File: config.mk
export PLATFORM = sky130hd
export DESIGN_NAME = alu_operand_sweeper
export DESIGN_NICKNAME = d
export VERILOG_FILES = /design/src/rtl/pkg_alu.sv /design/src/rtl/pkg_sweep.sv /design/src/rtl/alu_sweep_unpack.sv /design/src/rtl/alu_operand_sweeper.sv
export SDC_FILE = /design/constraint.sdc
export NUM_CORES = 1
export LEC_CHECK = 0
export ABC_AREA = 1
export CAP_MARGIN = 40
export CELL_PAD_IN_SITES_DETAIL_PLACEMENT = 0
export CELL_PAD_IN_SITES_GLOBAL_PLACEMENT = 1
export CORE_MARGIN = 2
export CORE_UTILIZATION = 39
export DETAILED_ROUTE_END_ITERATION = 6
export PLACE_DENSITY_LB_ADDON = 0.1
export RECOVER_POWER = 100
export SLEW_MARGIN = 20
export SYNTH_ARGS = -nofsm -noshare
export SYNTH_HDL_FRONTEND = slang
export SYNTH_SLANG_ARGS = --single-unit
File: constraint.sdc
create_clock -name clk -period 2.7 [get_ports clk]
set_clock_uncertainty 0.1 [all_clocks]
set_input_delay 0.54 -clock clk [delete_from_list [all_inputs] [get_ports clk]]
set_output_delay 0.54 -clock clk [all_outputs]
set_load 0.03 [all_outputs]
File: src/rtl/pkg_alu.sv
// ALU operand category shared by the ALU and its stimulus generators.
package pkg_alu;
  typedef enum logic [1:0] {
    alu_op_cat_8_no_ci,
    alu_op_cat_8_ci,
    alu_op_cat_16_no_ci,
    alu_op_cat_16_ci
  } alu_oper_cat;
endpackage

File: src/rtl/pkg_sweep.sv
// Sweep FSM states and the per-category active counter width.
package pkg_sweep;
  import pkg_alu::*;

  typedef enum logic [1:0] {
    SWEEP_IDLE,
    SWEEP_RUN,
    SWEEP_DONE
  } sweep_state;

  function automatic int field_width(alu_oper_cat mode, int w, int bs);
    case (mode)
      alu_op_cat_8_no_ci:  return w + bs;
      alu_op_cat_8_ci:     return w + 1 + bs;
      alu_op_cat_16_no_ci: return 2 * w + bs;
      default:             return 2 * w + 1;
    endcase
  endfunction
endpackage

File: src/rtl/alu_sweep_unpack.sv
// Splits the sweep counter into ALU operand fields for the selected category.
module alu_sweep_unpack
  import pkg_alu::*;
  import pkg_sweep::*;
#(
  parameter int INOUT_WIDTH  = 8,
  parameter int B_SWEEP_BITS = 8,
  parameter int CNT_WIDTH    = 2 * INOUT_WIDTH + B_SWEEP_BITS + 1
) (
  input  logic [CNT_WIDTH-1:0]   cnt,
  input  alu_oper_cat            mode,
  output logic [INOUT_WIDTH-1:0] a_lo,
  output logic [INOUT_WIDTH-1:0] a_hi,
  output logic [INOUT_WIDTH-1:0] b,
  output logic                   carry_in,
  output logic                   last
);
  localparam int W  = INOUT_WIDTH;
  localparam int BS = B_SWEEP_BITS;

  logic [CNT_WIDTH-1:0] ones;

  always_comb begin
    a_lo     = '0;
    a_hi     = '0;
    b        = '0;
    carry_in = 1'b0;
    case (mode)
      alu_op_cat_8_no_ci: begin
        b[BS-1:0] = cnt[BS-1:0];
        a_lo      = cnt[BS +: W];
      end
      alu_op_cat_8_ci: begin
        b[BS-1:0] = cnt[BS-1:0];
        carry_in  = cnt[BS];
        a_lo      = cnt[BS+1 +: W];
      end
      alu_op_cat_16_no_ci: begin
        b[BS-1:0] = cnt[BS-1:0];
        a_lo      = cnt[BS +: W];
        a_hi      = cnt[BS+W +: W];
      end
      default: begin
        carry_in = cnt[0];
        a_lo     = cnt[1 +: W];
        a_hi     = cnt[W+1 +: W];
      end
    endcase
    // last vector: every bit of the active field is set
    ones = {CNT_WIDTH{1'b1}} >> (CNT_WIDTH - field_width(mode, W, BS));
    last = ((cnt & ones) == ones);
  end
endmodule

File: src/rtl/alu_operand_sweeper.sv
// Sweeps every operand combination of one ALU category over a valid/ready port.
module alu_operand_sweeper
  import pkg_alu::*;
  import pkg_sweep::*;
#(
  parameter int INOUT_WIDTH  = 8,
  parameter int B_SWEEP_BITS = 8,
  parameter int CNT_WIDTH    = 2 * INOUT_WIDTH + B_SWEEP_BITS + 1
) (
  input  logic                   clk,
  input  logic                   reset,
  input  logic                   start,
  input  logic                   abort,
  input  alu_oper_cat            mode,
  input  logic                   vec_ready,
  output logic                   vec_valid,
  output logic [INOUT_WIDTH-1:0] a_lo,
  output logic [INOUT_WIDTH-1:0] a_hi,
  output logic [INOUT_WIDTH-1:0] b,
  output logic                   carry_in,
  output logic                   vec_last,
  output logic [CNT_WIDTH-1:0]   vec_index,
  output logic                   busy,
  output logic                   done
);
  sweep_state             state, state_n;
  logic [CNT_WIDTH-1:0]   cnt, cnt_n;
  alu_oper_cat            mode_q, mode_n;
  logic [INOUT_WIDTH-1:0] a_lo_n, a_hi_n, b_n;
  logic                   carry_n, last_n;

  // Outputs are registered from the next-state view so they line up with state.
  alu_sweep_unpack #(
    .INOUT_WIDTH (INOUT_WIDTH),
    .B_SWEEP_BITS(B_SWEEP_BITS),
    .CNT_WIDTH   (CNT_WIDTH)
  ) u_unpack (
    .cnt     (cnt_n),
    .mode    (mode_n),
    .a_lo    (a_lo_n),
    .a_hi    (a_hi_n),
    .b       (b_n),
    .carry_in(carry_n),
    .last    (last_n)
  );

  always_comb begin
    state_n = state;
    cnt_n   = cnt;
    mode_n  = mode_q;
    case (state)
      SWEEP_IDLE, SWEEP_DONE: begin
        if (start) begin
          state_n = SWEEP_RUN;
          cnt_n   = '0;
          mode_n  = mode;
        end
      end
      SWEEP_RUN: begin
        // vec_valid is 1 throughout RUN, so vec_ready alone marks a handshake
        if (abort)
          state_n = SWEEP_IDLE;
        else if (vec_ready) begin
          if (vec_last) state_n = SWEEP_DONE;
          else          cnt_n   = cnt + CNT_WIDTH'(1);
        end
      end
      default: state_n = SWEEP_IDLE;
    endcase
  end

  always_ff @(posedge clk) begin
    if (!reset) begin
      state     <= SWEEP_IDLE;
      cnt       <= '0;
      mode_q    <= alu_op_cat_8_no_ci;
      vec_valid <= 1'b0;
      a_lo      <= '0;
      a_hi      <= '0;
      b         <= '0;
      carry_in  <= 1'b0;
      vec_last  <= 1'b0;
      vec_index <= '0;
      busy      <= 1'b0;
      done      <= 1'b0;
    end else begin
      state     <= state_n;
      cnt       <= cnt_n;
      mode_q    <= mode_n;
      vec_valid <= (state_n == SWEEP_RUN);
      a_lo      <= a_lo_n;
      a_hi      <= a_hi_n;
      b         <= b_n;
      carry_in  <= carry_n;
      // last is only meaningful alongside a valid vector
      vec_last  <= last_n & (state_n == SWEEP_RUN);
      vec_index <= cnt_n;
      busy      <= (state_n == SWEEP_RUN);
      done      <= (state_n == SWEEP_DONE);
    end
  end
endmodule

* Word level (Yosys, flattened, before mapping)
Cells that the tools add are included.
Operators by class: muxes and demuxes 16, equal/unequal tests 7, $add $sub $neg 2, shift operators 1, bitwise operators 2, reductions and logical operators 7
Operators by type and width (count):
- 25-bit two-way mux | 4
- 25-bit one-hot mux with 2 select lines | 1
- 8-bit one-hot mux with 2 select lines | 2
- 25-bit by 32-bit right shift with 25-bit output, first input constant | 1
- 25-bit by 1-bit adder with 25-bit output, second input constant | 1
- 25-bit AND | 1
- 25-bit == test | 1
- 2-bit two-way mux | 6
- 4-bit one-hot mux with 2 select lines | 1
- 2-bit by 1-bit == test with 1-bit output, second input constant | 3
- 2-bit == test, second input constant | 3
- 2-bit OR reduction | 3
- 5-bit by 5-bit subtractor with 6-bit output, first input constant | 1
- 2-bit logical NOT | 2
- 2-bit one-hot mux with 2 select lines | 1
- 3-bit OR reduction | 1
- 1-bit one-hot mux with 2 select lines | 1
- 2-bit AND reduction | 1
- 1-bit AND | 1
Word-level totals: output and inout bits 54, input bits 7, register bits 57, word-level logic and storage cells 45

* Depth between registers and ports, before layout
word-level depth 10, mapped depth 15, mapped depth without buffers 14

* Hierarchy
Synthesis repeated with hierarchy kept, for this count alone.
Second synthesis, totals: cells, all modules 466, area total of the unflattened synthesis 3054.2 sq um
By module, submodules not included:
- alu_operand_sweeper | instances 1, cells each 375, area an instance 2630.0 sq um, sequential area each 1141.1 sq um
- alu_sweep_unpack | instances 1, cells each 91, area an instance 424.2 sq um, sequential area each 0.0 sq um

* Worst setup path after synthesis
Ideal clock, no wire load.
path kind reg-to-reg, start point reg cnt[1], end point reg vec_last, data required time 2536 ps, arrival 1790 ps, stages on the path, launching flop included 14, clock period less this slack 1954 ps, buffers on the path 0, setup slack 746 ps, library setup time 64 ps, cell sequence dfxtp_1 -> ha_1 -> inv_2 -> nor2_1 -> nand2_2 -> nor2_4 -> nand2_1 -> nor2_2 -> nand2_1 -> o21ai_1 -> nor2_1 -> nor2_1 -> nand3_1 -> nor2_1
Between the ends: longest elaborated chain between the ends 8, elaborated cells on any way between the ends 9, those cells by class add/sub: 1; eq/ne: 1; mux: 5; bitwise: 2
RTL lines:
- start, declared | line alu_operand_sweeper.sv:27 | logic [CNT_WIDTH-1:0] cnt, cnt_n;
- start signal, assigned | line alu_operand_sweeper.sv:88 | cnt <= cnt_n;
- 25-bit by 1-bit adder with 25-bit output | line alu_operand_sweeper.sv:65 | else cnt_n = cnt + CNT_WIDTH'(1);
- 25-bit two-way mux | line alu_operand_sweeper.sv:64 | if (vec_last) state_n = SWEEP_DONE;
- 25-bit two-way mux | line alu_operand_sweeper.sv:63 | else if (vec_ready) begin
- 25-bit two-way mux | line alu_operand_sweeper.sv:61 | if (abort)
- 25-bit one-hot mux with 2 select lines * | line alu_operand_sweeper.sv:51 | case (state)
- 25-bit AND * | line alu_sweep_unpack.sv:51 | last = ((cnt & ones) == ones);
- 25-bit == test * | line alu_sweep_unpack.sv:51
- 1-bit AND * | line alu_operand_sweeper.sv:96 | vec_last <= last_n & (state_n == SWEEP_RUN);
- end signal, assigned | line alu_operand_sweeper.sv:96
- end, declared | line alu_operand_sweeper.sv:21 | output logic vec_last,
Every way passes the cells marked *; elsewhere a longest branch is shown, timed or not. A chain may end at the register's enable or synchronous reset.

* Worst setup path in the final report
start point in vec_ready, end point reg a_lo[6]
Between the ends: longest elaborated chain between the ends 4
RTL lines:
- start, declared | line alu_operand_sweeper.sv:15 | input logic vec_ready,
- 25-bit two-way mux | line alu_operand_sweeper.sv:63
- 25-bit two-way mux | line alu_operand_sweeper.sv:61
- 25-bit one-hot mux with 2 select lines | line alu_operand_sweeper.sv:51
- 8-bit one-hot mux with 2 select lines | line alu_sweep_unpack.sv:28 | case (mode)
- end signal, assigned | line alu_operand_sweeper.sv:91 | a_lo <= a_lo_n;
- end, declared | line alu_operand_sweeper.sv:17 | output logic [INOUT_WIDTH-1:0] a_lo,
No other way between the ends.

==> results.yml <==
outcome:
  status: "completed"
power:
  p_clk_share_pct: 45.3
  ir_drop_v: 0.000349
  p_comb_share_pct: 7.4
  powerDensity_nw_per_um2: 486
  switchingPower_mw: 0.468
  p_sw_share_pct: 26.0
  seq_power_share_pct: 47.2
  totalPowerFinal_mw: 1.80
  internal_power_mw: 1.33
  p_leak_nw: 1.71
synth:
  synth-main-ff-cell: "dfxtp_1"
  syn_avg_cell_area_um2: 6.96
  synthDistinctLibCells: 42
  synthArstFlopShare_pct: 0
  syn_inst: 412
  synth_nets: 420
  yosys_warnings: 0
  netlist_area_um2: 2870
  yosysSeqAreaShare_pct: 39.8
  synth.ff_latch_count: 57
  synth-edff-count: 0
timing:
  fin_ws_ns: 0.231
  min_period_ns: 2.47
  final_max_slew_viol_count: 0
  worst-slew-pin-transition_ns: 0.538
  rsz0062_at_grt: "no"
  fmax_mhz: 405
  fin_crit_sh_pct: 91.5
  hold_viol_final: 0
  setup_violations: 0
  fin_setup_tns_ns: 0
  maxSlewHeadroom_pct: 63.9
  whs_ns: 0.387
cells_and_area:
  finalNetCount: 489
  layout_commonest_cell: "nand2_1"
  drive_gt1_share_pct: 9.88
  antenna_cells: 0
  fillers: 766
  final_cell_mix: "118 x nand2_1, 65 x nor2_1, 57 x dfxtp_1"
  seq_area_um2: 1140
  syn_to_final_growth_pct: 29.1
  multi_input_area_um2: 1380
global_routing:
  grt_overflow: 0
  grt_pass1_wl_um: 14400
  grt_max_degree: 15
  grt_pass1_vias: 2844
  antenna_found_initial: 0
  grt.total_usage_pct: 22.5
detailed_routing:
  drc: 0
  num_vias: 2868
  wl_per_cell_um: 14.9
  drt_iter0_drc: 164
  ant_nets: 0
  dr.pass1.iters: 5
  vias_per_cell: 4.90
  wirelength_um: 8740
die:
  die_x_um: 89.8
  die_y_um: 89.8
  die_area_um2: 8060
  pin_count: 61
  fp.coreArea_um2: 7180
  initial_core_util_pct: 40.0
  row_count: 31
worst_setup_path:
  start_kind: "input port"
  cp.arrival_ns: 2.63
  r2r_cells: 10
  rrSetupSlack_ns: 0.40
  crit_top_cell: "nand2_1"
  r2r_start: "state[1]"
  timing.critical_path.to_type: "flip-flop"
  path_class: "input port to flip-flop"
  cp.required_ns: 2.86
  crit_slowest_cell: "dlygate4sd3_1"
  cp_cell_sequence: "dlygate4sd3_1, nand3_4, nor2_1, nand2_2, nor2_2, nand2_1, nand2_1, nand2_1, nor2_1, nand2_1, o211ai_1"
  cp_slowest_stage_delay_ns: 0.64
  r2r_end: "vec_last"
  crit_fanout: 8
placed_design:
  pre_cts_slack_ns: 0.112
  port_buffers: 60
  globalplace.congestion: 0.853
  hpwl_um: 6670
cts:
  root_buffer: "clkbuf_8"
  cts_setup_buffers: 0
  hold_buffers: 0
  cts_buffers: 9
  ctsResizeCount: 0
  clock_path_buffers: 2
  cts.sinks: 57
  htreeDepth: 3
  cts_tree: "done"
  clkTransAtPathRegs_ns: 0.08
  clk_latency_ns: 0.35
min_path:
  worstHoldPathType: "flip-flop to flip-flop"
  min_from: "cnt[24]"
  whs_path_depth: 2
  worstHoldEndpoint: "cnt[24]"
job:
  cap_violations: 0
==> Yosys cell counts (2+ instances only) <==
cell type / number / area [um2]
a21oi_1: 7 / 35.0
a22o_1: 2 / 17.5
a22oi_1: 2 / 15.0
buf_6: 6 / 67.6
clkbuf_1: 2 / 7.51
dfxtp_1: 57 / 1140
inv_1: 50 / 188
inv_2: 5 / 18.8
nand2_1: 116 / 435
nand2_2: 6 / 37.5
nand3_1: 36 / 180
nand3_2: 2 / 20.0
nand3_4: 2 / 35.0
nand3b_1: 2 / 15.0
nand4_1: 5 / 31.3
nor2_1: 59 / 221
nor2_2: 6 / 37.5
nor2_4: 6 / 67.6
nor3_1: 2 / 10.0
nor3_2: 3 / 30.0
nor4_1: 2 / 12.5
o21a_1: 2 / 15.0
o21ai_0: 7 / 35.0
o21ai_1: 4 / 20.0
o21ai_2: 2 / 17.5
o221ai_1: 2 / 17.5
o22ai_1: 2 / 12.5
==> registers in the layout, summed over array words and instances, names as in the netlist <==
register and cells:
a_hi 8, a_lo 8, b 8, busy 1, carry_in 1, cnt 25
done 1, mode_q 2, state 2, vec_last 1
==> stage by stage <==
step                      area [um2]  std cells  utilization [%]
after CTS                       3760        585             52.4
after global placement          3570        569             49.7
after detailed placement        3570        569             49.7
after global routing            3700        585             51.6
after floorplan                 2870        412                -
final                           3700        585             51.6
==> cells by family after synthesis <==
logic type                 Yosys count  share of synthesized area, %
AOI/OAI and AO/OA                   36                          8.11
adders and majority gates            1                         0.436
buffers and inverters               67                          10.6
DFF                                 57                          39.8
and+or+nand+nor                    251                          41.0
==> power groups by stage <==
stage	sequential, mW	combinational, mW	clock, mW
after detailed placement	0.870	0.143	0
after global routing	0.850	0.145	0.857
after CTS	0.850	0.143	0.826
after floorplan	0.875	0.0942	0
after global placement	0.869	0.142	0
final	0.850	0.134	0.816
==> metal layers <==
metal  wire length (um)  vias to the layer above  GRT usage [%]
met5                  0                        -              0
met4                112                        0           6.79
met3                450                       10           4.69
met2               3930                       79           35.9
met1               4240                     1345           30.8
li1                   -                     1434              -
==> final cells by class <==
cell class / count / area share [%]
inverters: 57 / 5.88
well taps: 99 / 3.34
multi-input cells: 288 / 37.1
repair buffers: 68 / 17.5
clock inverters: 5 / 1.49
clock buffers: 11 / 3.82
flip-flops and latches: 57 / 30.8
==> worst max-delay path: cells and delay by family <==
family	cells	cell delay [ns]
buffers and inverters	1	0.64
AO/OA/AOI/OAI	1	0.10
AND/OR/NAND/NOR	9	1.35
==> how the worst max path moves through the flow <==
stage          slack [ns]  depth (start not counted)       end      start
3_3_place_gp         0.17                         11  vec_last  vec_ready
6_report             0.23                         11   a_lo[6]  vec_ready
4_1_cts              0.46                         10   a_lo[3]      start
5_1_grt              0.10                         11   a_lo[6]  vec_ready
2_1_floorplan        0.75                         13  vec_last     cnt[1]
3_5_place_dp         0.11                         10   a_lo[3]      start
No activity file was read; power rests on OpenSTA's default activity.
==> variant: new RTL, same settings <==
`INOUT_WIDTH` is set to 8 in 2 places; all go to 9.
--- a/src/rtl/alu_sweep_unpack.sv
+++ b/src/rtl/alu_sweep_unpack.sv
@@ -3,7 +3,7 @@
   import pkg_alu::*;
   import pkg_sweep::*;
 #(
-  parameter int INOUT_WIDTH  = 8,
+  parameter int INOUT_WIDTH  = 9,
   parameter int B_SWEEP_BITS = 8,
   parameter int CNT_WIDTH    = 2 * INOUT_WIDTH + B_SWEEP_BITS + 1
 ) (
--- a/src/rtl/alu_operand_sweeper.sv
+++ b/src/rtl/alu_operand_sweeper.sv
@@ -3,7 +3,7 @@
   import pkg_alu::*;
   import pkg_sweep::*;
 #(
-  parameter int INOUT_WIDTH  = 8,
+  parameter int INOUT_WIDTH  = 9,
   parameter int B_SWEEP_BITS = 8,
   parameter int CNT_WIDTH    = 2 * INOUT_WIDTH + B_SWEEP_BITS + 1
 ) (
Ports: changed (resized a_hi, a_lo, b and vec_index); port bits go from 61 to 66. No check against the original RTL was run, so the function may have changed too.
==> variant against the original RTL <==
  * Via count is 11% higher
  * Sequential cell count grew 4
  * Global-route usage is 1.1 points higher
  * Wire length rose by 11%
  * Die area increased by 7.8%
  * Synthesized area grew 8.2%
  * Design area rose by 11%
  * Power is 8.8% higher
  * Utilization is 1.6 points higher
  * Sequential share of layout area is 1.1 points lower
  * Setup slack improved by 0.076 ns
  * First-iteration DRC count is 3.7% higher
  * Critical endpoint is now vec_last
  * Largest cell class unchanged
==> variant: results (changes against the original RTL) <==
- Outcome: completed
- Layout cells sized above 1: 8.86% (-1.0 points)
- Number of iterations in the first detailed-routing pass: 4 (-1)
- Max VDD drop: 0.294 mV (-16%)
- Met1 Wirelength: 4.87 mm (+15%)
- First-pass GRT wire length: 15.6 mm (+7.9%)
- Count of cell types in the netlist: 39 (-7.1%)
- Vias in the first global route: 3,027 (+6.4%)
- Number of vias per cell: 4.85 (-1.1%)
- Hold slack: 0.387 ns (-0.0000810 ns)
- Final Non-Filler Cells: 655 (+12%)
- Nets: 556 (+14%)
- GP Congestion: 0.904 (+5.9%)
- Largest delay contributor family on the critical path: buffers and inverters
- GR met2 Demand/Resource: 34.4% (-1.5 points)
- DRT iter0 DRCs: 170 (+3.7%)
- WHS Endpoint: cnt[26]
- Max incr delay on CP: 0.45 ns (-0.19 ns)
- Seq/Total Area, Yosys: 39.4% (-0.42 points)
- Least-Margin Pin Slew: 0.536 ns (-0.00268 ns)
- Placed instance count: 639 (+12%)
- Post-synth top cells: nand2_1, nor2_1, dfxtp_1
- Place WS: 0.128 ns (+0.0159 ns)
- Worst R2R Path Depth: 13 (+3)
- LEAKAGE: 1.91 nW (+11%)
- Most area-consuming cells after synthesis: dfxtp_1, nand2_1, nor2_1, inv_1, nand3_1
-- variant: report_power, final --
part | internal, W | switching, W | total (W)
registers | 0.000905 | 0.00000370 | 0.000909
logic | 0.0000444 | 0.000103 | 0.000147
clock network | 0.000520 | 0.000382 | 0.000902
total | 0.00147 | 0.000489 | 0.00196
-- variant: cells by family after synthesis --
group	synth area share, %
buffers and inverters	10.1
muxes	0.323
and+or+nand+nor	40.8
AOI/OAI and AO/OA	8.91
DFF	39.4
adders and majority gates	0.403
other	0.121
-- variant: final cells by class --
type / count / area, um^2 / share of cell area, %
well taps: 102 / 128 / 3.11
flip-flops and latches: 61 / 1220 / 29.7
inverters: 66 / 248 / 6.03
multi-input cells: 329 / 1540 / 37.5
clock buffers: 10 / 128 / 3.11
clock inverters: 6 / 87.6 / 2.13
repair buffers: 81 / 757 / 18.4
